<file path="src/rtl/hazard_ctrl_if.sv">
// hazard_ctrl_if
//   Groups the fetch handshake and the pipeline-control signals that pass
//   between hazard_ctrl and the IF/ID, ID/EX, PC and instruction-memory side.
//
//   Fetch handshake: imem_req is a level request; a transfer completes on a
//   posedge where imem_req and imem_ack are both high. The requester may drop
//   imem_req before an ack arrives, which abandons the outstanding fetch.
//
//   Signals (direction as seen by the controller, modport master):
//     imem_req      out  fetch request
//     imem_ack      in   instruction memory has valid data this cycle
//     ifid_rs/rt    in   source register fields of the instruction in IF/ID
//     ifid_uses_rs  in   IF/ID instruction reads rs
//     ifid_uses_rt  in   IF/ID instruction reads rt
//     idex_mem_read in   instruction in ID/EX is a load
//     idex_rd       in   destination register of the instruction in ID/EX
//     branch_taken  in   taken branch/jump resolved in EX this cycle
//     pc_we         out  PC loads its next value
//     ifid_we       out  IF/ID captures fetched PC and instruction
//     ifid_flush    out  IF/ID loads a NOP (wins over ifid_we)
//     idex_bubble   out  ID/EX loads a NOP
//   modport slave is the mirror image, used by the pipeline/testbench side.
interface hazard_ctrl_if #(
    parameter int REG_ADDR_W = 6
);
    logic                  imem_req;
    logic                  imem_ack;
    logic [REG_ADDR_W-1:0] ifid_rs;
    logic [REG_ADDR_W-1:0] ifid_rt;
    logic                  ifid_uses_rs;
    logic                  ifid_uses_rt;
    logic                  idex_mem_read;
    logic [REG_ADDR_W-1:0] idex_rd;
    logic                  branch_taken;
    logic                  pc_we;
    logic                  ifid_we;
    logic                  ifid_flush;
    logic                  idex_bubble;

    modport master (
        output imem_req, pc_we, ifid_we, ifid_flush, idex_bubble,
        input  imem_ack, ifid_rs, ifid_rt, ifid_uses_rs, ifid_uses_rt,
               idex_mem_read, idex_rd, branch_taken
    );

    modport slave (
        input  imem_req, pc_we, ifid_we, ifid_flush, idex_bubble,
        output imem_ack, ifid_rs, ifid_rt, ifid_uses_rs, ifid_uses_rt,
               idex_mem_read, idex_rd, branch_taken
    );
endinterface

</file>
<file path="src/rtl/hazard_ctrl.sv">
// hazard_ctrl
//   Pipeline sequencing controller for the IF stage and the IF/ID buffer.
//   Issues instruction-fetch requests, drives the PC write enable, the IF/ID
//   write enable / flush and the ID/EX bubble from branch, load-use and
//   fetch-wait conditions.
//
//   Ports:
//     clk        in   clock, all state updates on posedge
//     rst        in   asynchronous active-high reset
//     bus        hazard_ctrl_if.master  fetch handshake + pipeline controls
//     state      out  [1:0]  current FSM state (BOOT=0 RUN=1 WAIT_MEM=2 FLUSH=3)
//     stall_cnt  out  [15:0] stall-cycle performance counter
//
//   Parameters:
//     REG_ADDR_W    register-specifier width
//     FLUSH_CYCLES  squash cycles after a taken branch, legal 1..15
//
//   Optional feature macro: HAZARD_PERF_CNT_EN
//     defined   - stall_cnt counts posedges with state != BOOT and pc_we == 0,
//                 saturating at 16'hFFFF, cleared only by rst
//     undefined - stall_cnt is tied to 0 and no counter register exists
//
//   state and the squash counter are registered; all other control outputs
//   are combinational from state and the current inputs.
module hazard_ctrl #(
    parameter int REG_ADDR_W   = 6,
    parameter int FLUSH_CYCLES = 2
) (
    input  logic                 clk,
    input  logic                 rst,
    hazard_ctrl_if.master        bus,
    output logic [1:0]           state,
    output logic [15:0]          stall_cnt
);

    typedef enum logic [1:0] {
        BOOT     = 2'd0,
        RUN      = 2'd1,
        WAIT_MEM = 2'd2,
        FLUSH    = 2'd3
    } state_t;

    // The branch cycle itself is the first squash cycle, so FLUSH needs
    // FLUSH_CYCLES-1 more cycles; fcnt counts down to 0 inclusive.
    localparam logic [3:0] FCNT_INIT = (FLUSH_CYCLES > 1) ? 4'(FLUSH_CYCLES - 2) : 4'd0;
    localparam bit         USE_FLUSH = (FLUSH_CYCLES > 1);

    state_t                state_q;
    logic [3:0]            fcnt;
    logic                  luh;
    logic [REG_ADDR_W-1:0] ld_rd;

    assign ld_rd = bus.idex_rd;
    assign state = state_q;

    // Load-use hazard: a load in ID/EX writes a register (not r0) that the
    // instruction in IF/ID reads.
    always_comb begin
        luh = 1'b0;
        if (bus.idex_mem_read && (ld_rd != '0)) begin
            luh = (bus.ifid_uses_rs && (bus.ifid_rs == ld_rd)) ||
                  (bus.ifid_uses_rt && (bus.ifid_rt == ld_rd));
        end
    end

    // Mealy control outputs.
    always_comb begin
        bus.imem_req    = 1'b0;
        bus.pc_we       = 1'b0;
        bus.ifid_we     = 1'b0;
        bus.ifid_flush  = 1'b0;
        bus.idex_bubble = 1'b0;
        unique case (state_q)
            BOOT: begin
            end
            RUN: begin
                if (bus.branch_taken) begin
                    bus.pc_we       = 1'b1;
                    bus.ifid_flush  = 1'b1;
                    bus.idex_bubble = 1'b1;
                end else if (luh) begin
                    bus.imem_req    = 1'b1;
                    bus.idex_bubble = 1'b1;
                end else if (!bus.imem_ack) begin
                    bus.imem_req    = 1'b1;
                    bus.ifid_flush  = 1'b1;
                end else begin
                    bus.imem_req    = 1'b1;
                    bus.pc_we       = 1'b1;
                    bus.ifid_we     = 1'b1;
                end
            end
            WAIT_MEM: begin
                // IF/ID holds a NOP here, so the load-use check is irrelevant.
                if (bus.branch_taken) begin
                    bus.pc_we       = 1'b1;
                    bus.ifid_flush  = 1'b1;
                    bus.idex_bubble = 1'b1;
                end else if (bus.imem_ack) begin
                    bus.imem_req    = 1'b1;
                    bus.pc_we       = 1'b1;
                    bus.ifid_we     = 1'b1;
                end else begin
                    bus.imem_req    = 1'b1;
                    bus.ifid_flush  = 1'b1;
                end
            end
            FLUSH: begin
                // Only NOPs occupy EX, so branch_taken cannot be genuine here.
                bus.ifid_flush  = 1'b1;
                bus.idex_bubble = 1'b1;
            end
            default: begin
            end
        endcase
    end

    // State register and squash counter.
    always_ff @(posedge clk or posedge rst) begin
        if (rst) begin
            state_q <= BOOT;
            fcnt    <= 4'd0;
        end else begin
            unique case (state_q)
                BOOT: begin
                    state_q <= RUN;
                end
                RUN: begin
                    if (bus.branch_taken) begin
                        if (USE_FLUSH) begin
                            state_q <= FLUSH;
                            fcnt    <= FCNT_INIT;
                        end
                    end else if (luh) begin
                        state_q <= RUN;
                    end else if (!bus.imem_ack) begin
                        state_q <= WAIT_MEM;
                    end
                end
                WAIT_MEM: begin
                    if (bus.branch_taken) begin
                        if (USE_FLUSH) begin
                            state_q <= FLUSH;
                            fcnt    <= FCNT_INIT;
                        end else begin
                            state_q <= RUN;
                        end
                    end else if (bus.imem_ack) begin
                        state_q <= RUN;
                    end
                end
                FLUSH: begin
                    if (fcnt == 4'd0) begin
                        state_q <= RUN;
                    end else begin
                        fcnt <= fcnt - 4'd1;
                    end
                end
                default: begin
                    state_q <= BOOT;
                end
            endcase
        end
    end

`ifdef HAZARD_PERF_CNT_EN
    logic [15:0] cnt_q;

    always_ff @(posedge clk or posedge rst) begin
        if (rst) begin
            cnt_q <= 16'd0;
        end else if ((state_q != BOOT) && !bus.pc_we && (cnt_q != 16'hFFFF)) begin
            cnt_q <= cnt_q + 16'd1;
        end
    end

    assign stall_cnt = cnt_q;
`else
    assign stall_cnt = 16'd0;
`endif

endmodule

</file>
<file path="src/flat_wrapper.sv">
// flat-port wrapper written by rule: the top's interface ports become plain ports
module hazard_ctrl_flat 
#(
    parameter int REG_ADDR_W   = 6,
    parameter int FLUSH_CYCLES = 2
)
  (clk, rst, state, stall_cnt, bus_imem_req, bus_pc_we, bus_ifid_we, bus_ifid_flush, bus_idex_bubble, bus_imem_ack, bus_ifid_rs, bus_ifid_rt, bus_ifid_uses_rs, bus_ifid_uses_rt, bus_idex_mem_read, bus_idex_rd, bus_branch_taken);
  hazard_ctrl_if #(.REG_ADDR_W(REG_ADDR_W)) bus_i ();
  input  logic clk;
  input  logic rst;
  output logic [1:0] state;
  output logic [15:0] stall_cnt;
  output wire logic [$bits(bus_i.imem_req)-1:0] bus_imem_req;
  output wire logic [$bits(bus_i.pc_we)-1:0] bus_pc_we;
  output wire logic [$bits(bus_i.ifid_we)-1:0] bus_ifid_we;
  output wire logic [$bits(bus_i.ifid_flush)-1:0] bus_ifid_flush;
  output wire logic [$bits(bus_i.idex_bubble)-1:0] bus_idex_bubble;
  input wire logic [$bits(bus_i.imem_ack)-1:0] bus_imem_ack;
  input wire logic [$bits(bus_i.ifid_rs)-1:0] bus_ifid_rs;
  input wire logic [$bits(bus_i.ifid_rt)-1:0] bus_ifid_rt;
  input wire logic [$bits(bus_i.ifid_uses_rs)-1:0] bus_ifid_uses_rs;
  input wire logic [$bits(bus_i.ifid_uses_rt)-1:0] bus_ifid_uses_rt;
  input wire logic [$bits(bus_i.idex_mem_read)-1:0] bus_idex_mem_read;
  input wire logic [$bits(bus_i.idex_rd)-1:0] bus_idex_rd;
  input wire logic [$bits(bus_i.branch_taken)-1:0] bus_branch_taken;
  assign bus_imem_req = bus_i.imem_req;
  assign bus_pc_we = bus_i.pc_we;
  assign bus_ifid_we = bus_i.ifid_we;
  assign bus_ifid_flush = bus_i.ifid_flush;
  assign bus_idex_bubble = bus_i.idex_bubble;
  assign bus_i.imem_ack = bus_imem_ack;
  assign bus_i.ifid_rs = bus_ifid_rs;
  assign bus_i.ifid_rt = bus_ifid_rt;
  assign bus_i.ifid_uses_rs = bus_ifid_uses_rs;
  assign bus_i.ifid_uses_rt = bus_ifid_uses_rt;
  assign bus_i.idex_mem_read = bus_idex_mem_read;
  assign bus_i.idex_rd = bus_idex_rd;
  assign bus_i.branch_taken = bus_branch_taken;
  hazard_ctrl #(.REG_ADDR_W(REG_ADDR_W), .FLUSH_CYCLES(FLUSH_CYCLES)) u_core (.clk(clk), .rst(rst), .bus(bus_i), .state(state), .stall_cnt(stall_cnt));
endmodule
</file>
<file path="config.mk">
export PLATFORM = sky130hd
export DESIGN_NAME = hazard_ctrl_flat
export DESIGN_NICKNAME = d
export VERILOG_FILES = /design/src/rtl/hazard_ctrl_if.sv /design/src/rtl/hazard_ctrl.sv /design/src/flat_wrapper.sv
export SDC_FILE = /design/constraint.sdc
export NUM_CORES = 1
export LEC_CHECK = 0
export ABC_CLOCK_PERIOD_IN_PS = 2400
export BUFFER_PORTS_ARGS = -buffer_cell sky130_fd_sc_hd__buf_2
export CAP_MARGIN = 20
export CORE_MARGIN = 2
export CORE_UTILIZATION = 44
export DETAILED_ROUTE_END_ITERATION = 10
export GPL_ROUTABILITY_DRIVEN = 0
export PLACE_DENSITY = 0.79
export REMOVE_ABC_BUFFERS = 1
export SLEW_MARGIN = 40
export SYNTH_ARGS = -nofsm -noshare
export SYNTH_HDL_FRONTEND = slang
export SYNTH_SLANG_ARGS = --single-unit
</file>
<file path="constraint.sdc">
create_clock -name clk -period 2.4 [get_ports clk]
set_clock_uncertainty 0.1 [all_clocks]
set_input_delay 0.36 -clock clk [delete_from_list [all_inputs] [get_ports clk]]
set_output_delay 0.36 -clock clk [all_outputs]
set_load 0.05 [all_outputs]
</file>
==> impl_metrics.csv, run 1 <==
group,metric,value,unit
setup_path,rr_startpoint,"u_core.fcnt[0]$_DFFE_PP0P_",
setup_path,critPathCapture,"bus_pc_we",
floorplan,start_util,45.66,%
pwr,pwr-share-comb,79.2,%
drt,vias_per_cell,5.096,
drt,routedWlPerCell,11.13,um
sta,setup_viol,0,
synthesis,ys_seq_area_share,17.29,%
clocking,numCtsBuffers,3,
drt,ant_nets,0,
pwr,totalPowerFinal,0.001050,W
pwr,p_switching,0.0006038,W
clocking,clockBufferDepth,2,
sta,clock.fmax,0.4464,GHz
synthesis,yosysWarningCount,0,
synthesis,ys_ff_latch,6,
cells_and_area,synthToLayoutAreaGrowth,19.88,%
setup_path,rr_worst_depth,6,
floorplan,die_area,2345,um2
cells_and_area,fin_area,1041,um2
placement,dpl-instance-area,991.0,um2
drt,drt_iter0_markers,12,
cells_and_area,final_cell_mix,"buf_2, conb_1, xnor2_1",
pwr,pwr-share-clk,8.3,%
synthesis,synth_edf_count,0,
cells_and_area,drive_above_1_share,30.00,%
placement,portBuffers,31,
floorplan,pin_count,48,
floorplan,dieWidth,48.43,um
min_path,min_path_type,"reg -> reg",
synthesis,ys.flop_type,"dfrtp_1",
status,status,"completed",
min_path,min_from,"u_core.fcnt[1]$_DFFE_PP0P_",
setup_path,critPathRequiredTime,1.94,ns
sta,finalMaxSlewViolations,0,
grt,antenna_found_initial,0,
grt,grt_pass1_wl,3201,um
pwr,sw_frac_of_total,57.52,%
cells_and_area,fin_nets,172,
cells_and_area,layout.cells.most_common,"buf_2",
grt,grt_max_degree,11,
drt,drc,0,
synthesis,synth_top_area_share,17.29,%
job,cap_violations,0,
synthesis,synth_area,868.3,um2
grt,grt_pass1_vias,786,
clocking,cts_tree,"yes",
floorplan,placeableCoreArea,1902,um2
placement,dpl.hpwl,1629,um
grt,gr-total-overflow,0,
pwr,power_frac_seq,12.5,%
synthesis,synth_area_per_cell,8.192,um2
setup_path,critPathLaunchType,"input port",
sta,hold_violations,0,
synthesis,ys_types,37,
drt,first_pass_iters,4,
setup_path,endpoint_kind,"output pin",
setup_path,crit_fanout,4,
setup_path,cp-startpoint,"bus_idex_rd[2]",
clocking,cts.sinks,6,
setup_path,rrSetupSlack,0.50,ns
pwr,p_per_area,1008,nW/um2
pwr,peakVddDrop,0.4500,mV
setup_path,rr_endpoint,"u_core.state[1]$_DFFE_PP0P_",
synthesis,synth-async-reset-ratio,100.0,%
pwr,internal_power,0.0004460,W
synthesis,syn_inst,106,
clocking,htreeDepth,1,
floorplan,fp.dieH,48.43,um
clocking,path_clk_slew,0.04,ns
min_path,worstHoldPathCells,2,
synthesis,yosys-top-cells-area,"dfrtp_1, buf_4, xnor2_1",
grt,track_usage,16.87,%
sta,min_period,2.240,ns
drt,routed_wirelength,1859,um
sta,rsz0062_at_grt,"false",
cells_and_area,diodes,0,
synthesis,yosysTopAreaCell,"dfrtp_1",
drt,vias,851,
setup_path,crit_arrival,1.78,ns
setup_path,critPathKind,"in -> out",
pwr,leakagePower,0.4874,nW
clocking,root_buffer,"clkbuf_4",
clocking,insertion_delay,0.24,ns
floorplan,fp-row-count,16,
sta,period_share,93.34,%
-- critical path, stage by stage --
cell     delay, ns
buf_2         0.12
or4_4         0.56
o31ai_4       0.23
nor3_1        0.08
a21oi_1       0.15
buf_2         0.28
-- registers in the layout, summed over array words and instances, names as in the netlist --
| register | cells |
|---|---|
| u_core.state | 2 |
| u_core.fcnt | 4 |
-- final cells by class --
| class | instances | area (um2) |
|---|---|---|
| multi-input cells | 90 | 625.6 |
| inverters | 7 | 26.28 |
| clock buffers | 3 | 22.52 |
| well taps | 27 | 33.78 |
| repair buffers | 34 | 182.7 |
| flip-flops and latches | 6 | 150.1 |
| fillers | 186 | 860.8 |
-- power by group through the flow --
stage          logic, W  registers [W]  clock network (W)
2_1_floorplan  0.000563       0.000193                  0
3_5_place_dp   0.000801       0.000133                  0
4_1_cts        0.000807       0.000131          0.0000910
5_1_grt        0.000903       0.000136          0.0000983
3_3_place_gp   0.000791       0.000133                  0
6_report       0.000831       0.000131          0.0000876
-- synthesized netlist by cell type (2+ instances only) --
master / count
a21oi_1: 5
buf_2: 2
buf_4: 16
dfrtp_1: 6
ha_1: 5
inv_1: 7
mux2i_1: 3
nand3_1: 3
nand4_1: 2
nor2_1: 4
nor2b_1: 2
nor3_1: 2
nor4_1: 2
o21ai_0: 7
o22a_1: 3
o22ai_1: 4
or2_2: 2
xnor2_1: 12
-- repair_timing --
| item | CTS | global route |
|---|---|---|
| setup endpoints to repair | 1 | 1 |
| endpoints found under the hold margin | 6 | 0 |
| buffers inserted | 0 | 1 |
| cloned | 0 | 0 |
| resized for setup | 1 | 3 |
| hold buffers | 1 | 0 |
-- routing by layer --
metal | GRT usage, % | vias to the layer above | wire length, um
met5 | 0 | - | 0
met4 | 5.238 | 0 | 24
met3 | 4.938 | 4 | 127
met2 | 30.56 | 33 | 976
met1 | 19.03 | 387 | 731
li1 | - | 427 | -
-- stage by stage --
step	utilization [%]	TNS, ns	setup WS, ns	instances	hold WS (ns)
floorplan	-	-3.261	-1.023	103	0.05096
global placement	52.11	0	0.1970	162	0.1682
detailed placement	52.11	0	0.1690	162	0.1804
CTS	53.95	0	0.06521	166	0.4306
global route	54.74	0	0.009013	167	0.4512
finish	54.74	0	0.1599	167	0.4373
-- worst min-delay path by stage --
stage               slack (ns)                           to
CTS                       0.43  u_core.state[1]$_DFFE_PP0P_
detailed placement        0.18   u_core.fcnt[2]$_DFFE_PP0P_
global route              0.45  u_core.state[1]$_DFFE_PP0P_
global placement          0.17   u_core.fcnt[2]$_DFFE_PP0P_
floorplan                 0.05   u_core.fcnt[0]$_DFFE_PP0P_
finish                    0.44   u_core.fcnt[1]$_DFFE_PP0P_
-- kinds of logic (layout without fill, tap and decap cells) --
logic type	count (synthesis)	in the layout	synth area share [%]
AO/OA/AOI/OAI	30	30	24.64
buffers and inverters	25	44	18.01
XOR/XNOR	12	12	12.10
adder cells (fa/ha/maj)	5	5	7.205
AND/OR/NAND/NOR	24	24	16.86
multiplexers	3	3	3.458
other	1	16	0.4319
flip-flops	6	6	17.29
Note: power is estimated with default switching activity, not from simulation.
==> run 2, diff against run 1 <==
ABC_CLOCK_PERIOD_IN_PS = 1800   (was 2400)
CORE_UTILIZATION = 40   (was 44)
PLACE_DENSITY = 0.76   (was 0.79)
clock period = 1.8 ns   (was 2.4 ns; I/O delays follow)
==> run 2 against run 1 <==
  * The run now ends with setup timing left
  * Largest cell class unchanged
  * Register-to-register slack got worse by 0.54 ns
  * Via count rose by 19%
  * Die area rose by 9.1%
  * Count of clock-buffer cells in the layout did not move
  * Worst setup slack got worse by 0.37 ns
==> impl_metrics.csv, run 2 (same netlist as run 1, synthesis figures left out) <==
group,metric,value,unit
pwr,power_frac_seq,8.7,%
pwr,leakagePower,0.6383,nW
drt,ant_nets,0,
setup_path,cp-startpoint,"bus_idex_rd[2]",
clocking,root_buffer,"clkbuf_4",
grt,grt_pass1_wl,3974,um
setup_path,critPathRequiredTime,1.43,ns
setup_path,critPathLaunchType,"input port",
sta,finalMaxSlewViolations,0,
floorplan,die_area,2559,um2
drt,routedWlPerCell,14.75,um
grt,antenna_found_initial,0,
sta,tns,-0.7650,ns
pwr,peakVddDrop,0.9116,mV
sta,hold_violations,0,
grt,gr-total-overflow,0,
cells_and_area,largest_reg_flops,4,
setup_path,crit_fanout,4,
floorplan,fp.dieH,50.59,um
pwr,pwr-share-comb,85.2,%
sta,min_period,2.011,ns
grt,track_usage,20.20,%
clocking,path_clk_slew,0.04,ns
clocking,cts_tree,"yes",
setup_path,crit_arrival,1.64,ns
status,status,"finished with violations",
min_path,min_from,"bus_idex_mem_read",
clocking,htreeDepth,1,
cells_and_area,fillers,151,
cells_and_area,diodes,0,
setup_path,critPathKind,"in -> out",
cells_and_area,layout.cells.most_common,"buf_4",
status,violations,"setup timing",
placement,portBuffers,31,
placement,dp_cells,180,
sta,rsz0062_at_grt,"true",
drt,routed_wirelength,2803,um
pwr,pwr-share-clk,6.1,%
cells_and_area,fin_cells,190,
drt,drc,0,
sta,period_share,111.7,%
clocking,insertion_delay,0.24,ns
sta,setup_viol,6,
cells_and_area,fin_nets,195,
floorplan,fp-row-count,16,
drt,first_pass_iters,4,
min_path,min_path_type,"in -> reg",
placement,dp_slack,-0.2392,ns
drt,vias,1009,
drt,vias_per_cell,5.311,
job,cap_violations,0,
pwr,p_switching,0.001047,W
sta,holdWs,0.3689,ns
grt,grt_pass1_vias,921,
clocking,cts.sinks,6,
pwr,internal_power,0.0009570,W
placement,dpl.hpwl,1882,um
cells_and_area,synthToLayoutAreaGrowth,68.01,%
floorplan,start_util,43.38,%
grt,grt_max_degree,11,
setup_path,rr_startpoint,"u_core.fcnt[1]$_DFFE_PP0P_",
cells_and_area,top_register,"u_core.fcnt",
floorplan,pin_count,48,
cells_and_area,drive_above_1_share,57.67,%
pwr,sw_frac_of_total,52.25,%
sta,clock.fmax,0.4973,GHz
cells_and_area,postLayoutCoreUtil,72.88,%
floorplan,placeableCoreArea,2002,um2
floorplan,dieWidth,50.59,um
pwr,p_per_area,1374,nW/um2
clocking,clockBufferDepth,2,
cells_and_area,final_cell_mix,"buf_4, buf_2, conb_1",
setup_path,endpoint_kind,"output pin",
clocking,numCtsBuffers,3,
drt,drt_iter0_markers,20,
sta,fin_ws,-0.2108,ns
==> run 2: worst paths after layout <==
| path | to | slack, ns | cells after the start |
|---|---|---|---|
| min in group asynchronous | u_core.state[1]$_DFFE_PP0P_ | 0.40 | 3 |
| worst max-delay path | bus_ifid_we | -0.21 | 6 |
| worst min-delay path | u_core.state[0]$_DFFE_PP0P_ | 0.37 | 4 |
| worst min register to register | u_core.fcnt[1]$_DFFE_PP0P_ | 0.49 | 2 |
| max in group asynchronous | u_core.fcnt[1]$_DFFE_PP0P_ | 1.00 | 3 |
| worst max register to register | u_core.state[1]$_DFFE_PP0P_ | -0.04 | 7 |
==> run 2: final cells by class <==
class,count,area [um2],share of cell area [%]
inverter,7,26.28,1.801
tap,27,33.78,2.316
clock buffer,3,22.52,1.544
multi-input combinational,90,822.0,56.35
timing repair buffer,57,404.1,27.70
sequential,6,150.1,10.29
==> run 2: power groups by stage <==
| stage | sequential, W | clock [W] | combinational (W) |
|---|---|---|---|
| 6_report | 0.000175 | 0.000122 | 0.00171 |
| 2_1_floorplan | 0.000257 | 0 | 0.000751 |
| 4_1_cts | 0.000167 | 0.000121 | 0.00139 |
| 5_1_grt | 0.000177 | 0.000137 | 0.00181 |
| 3_5_place_dp | 0.000169 | 0 | 0.00124 |
| 3_3_place_gp | 0.000169 | 0 | 0.00121 |
==> run 2: worst max-delay path: stages <==
cell	delay [ns]
buf_8	0.10
or4_4	0.55
o31ai_4	0.27
nor2_1	0.09
a21oi_1	0.15
buf_4	0.21
==> run 2: per-stage QoR <==
step / total power, W / cell area, um2
2_1_floorplan: 0.001007 / 794.5
3_3_place_gp: 0.001374 / 1126
3_5_place_dp: 0.001407 / 1126
4_1_cts: 0.001675 / 1236
5_1_grt: 0.002123 / 1459
6_report: 0.002004 / 1459
==> run 2: routing by layer <==
metal / GRT usage, % / share of wire [%]
met4: 6.757 / 2.0
met3: 3.869 / 5.0
met1: 21.70 / 37
met5: 0 / 0
met2: 38.82 / 56
==> run 2: repair_timing <==
item	CTS	global route
resized for setup	21	39
hold buffers	1	0
setup buffers	0	6
pin swaps	2	12
endpoints found under the hold margin	6	0
endpoints found under the setup margin	10	11
cloned	0	0
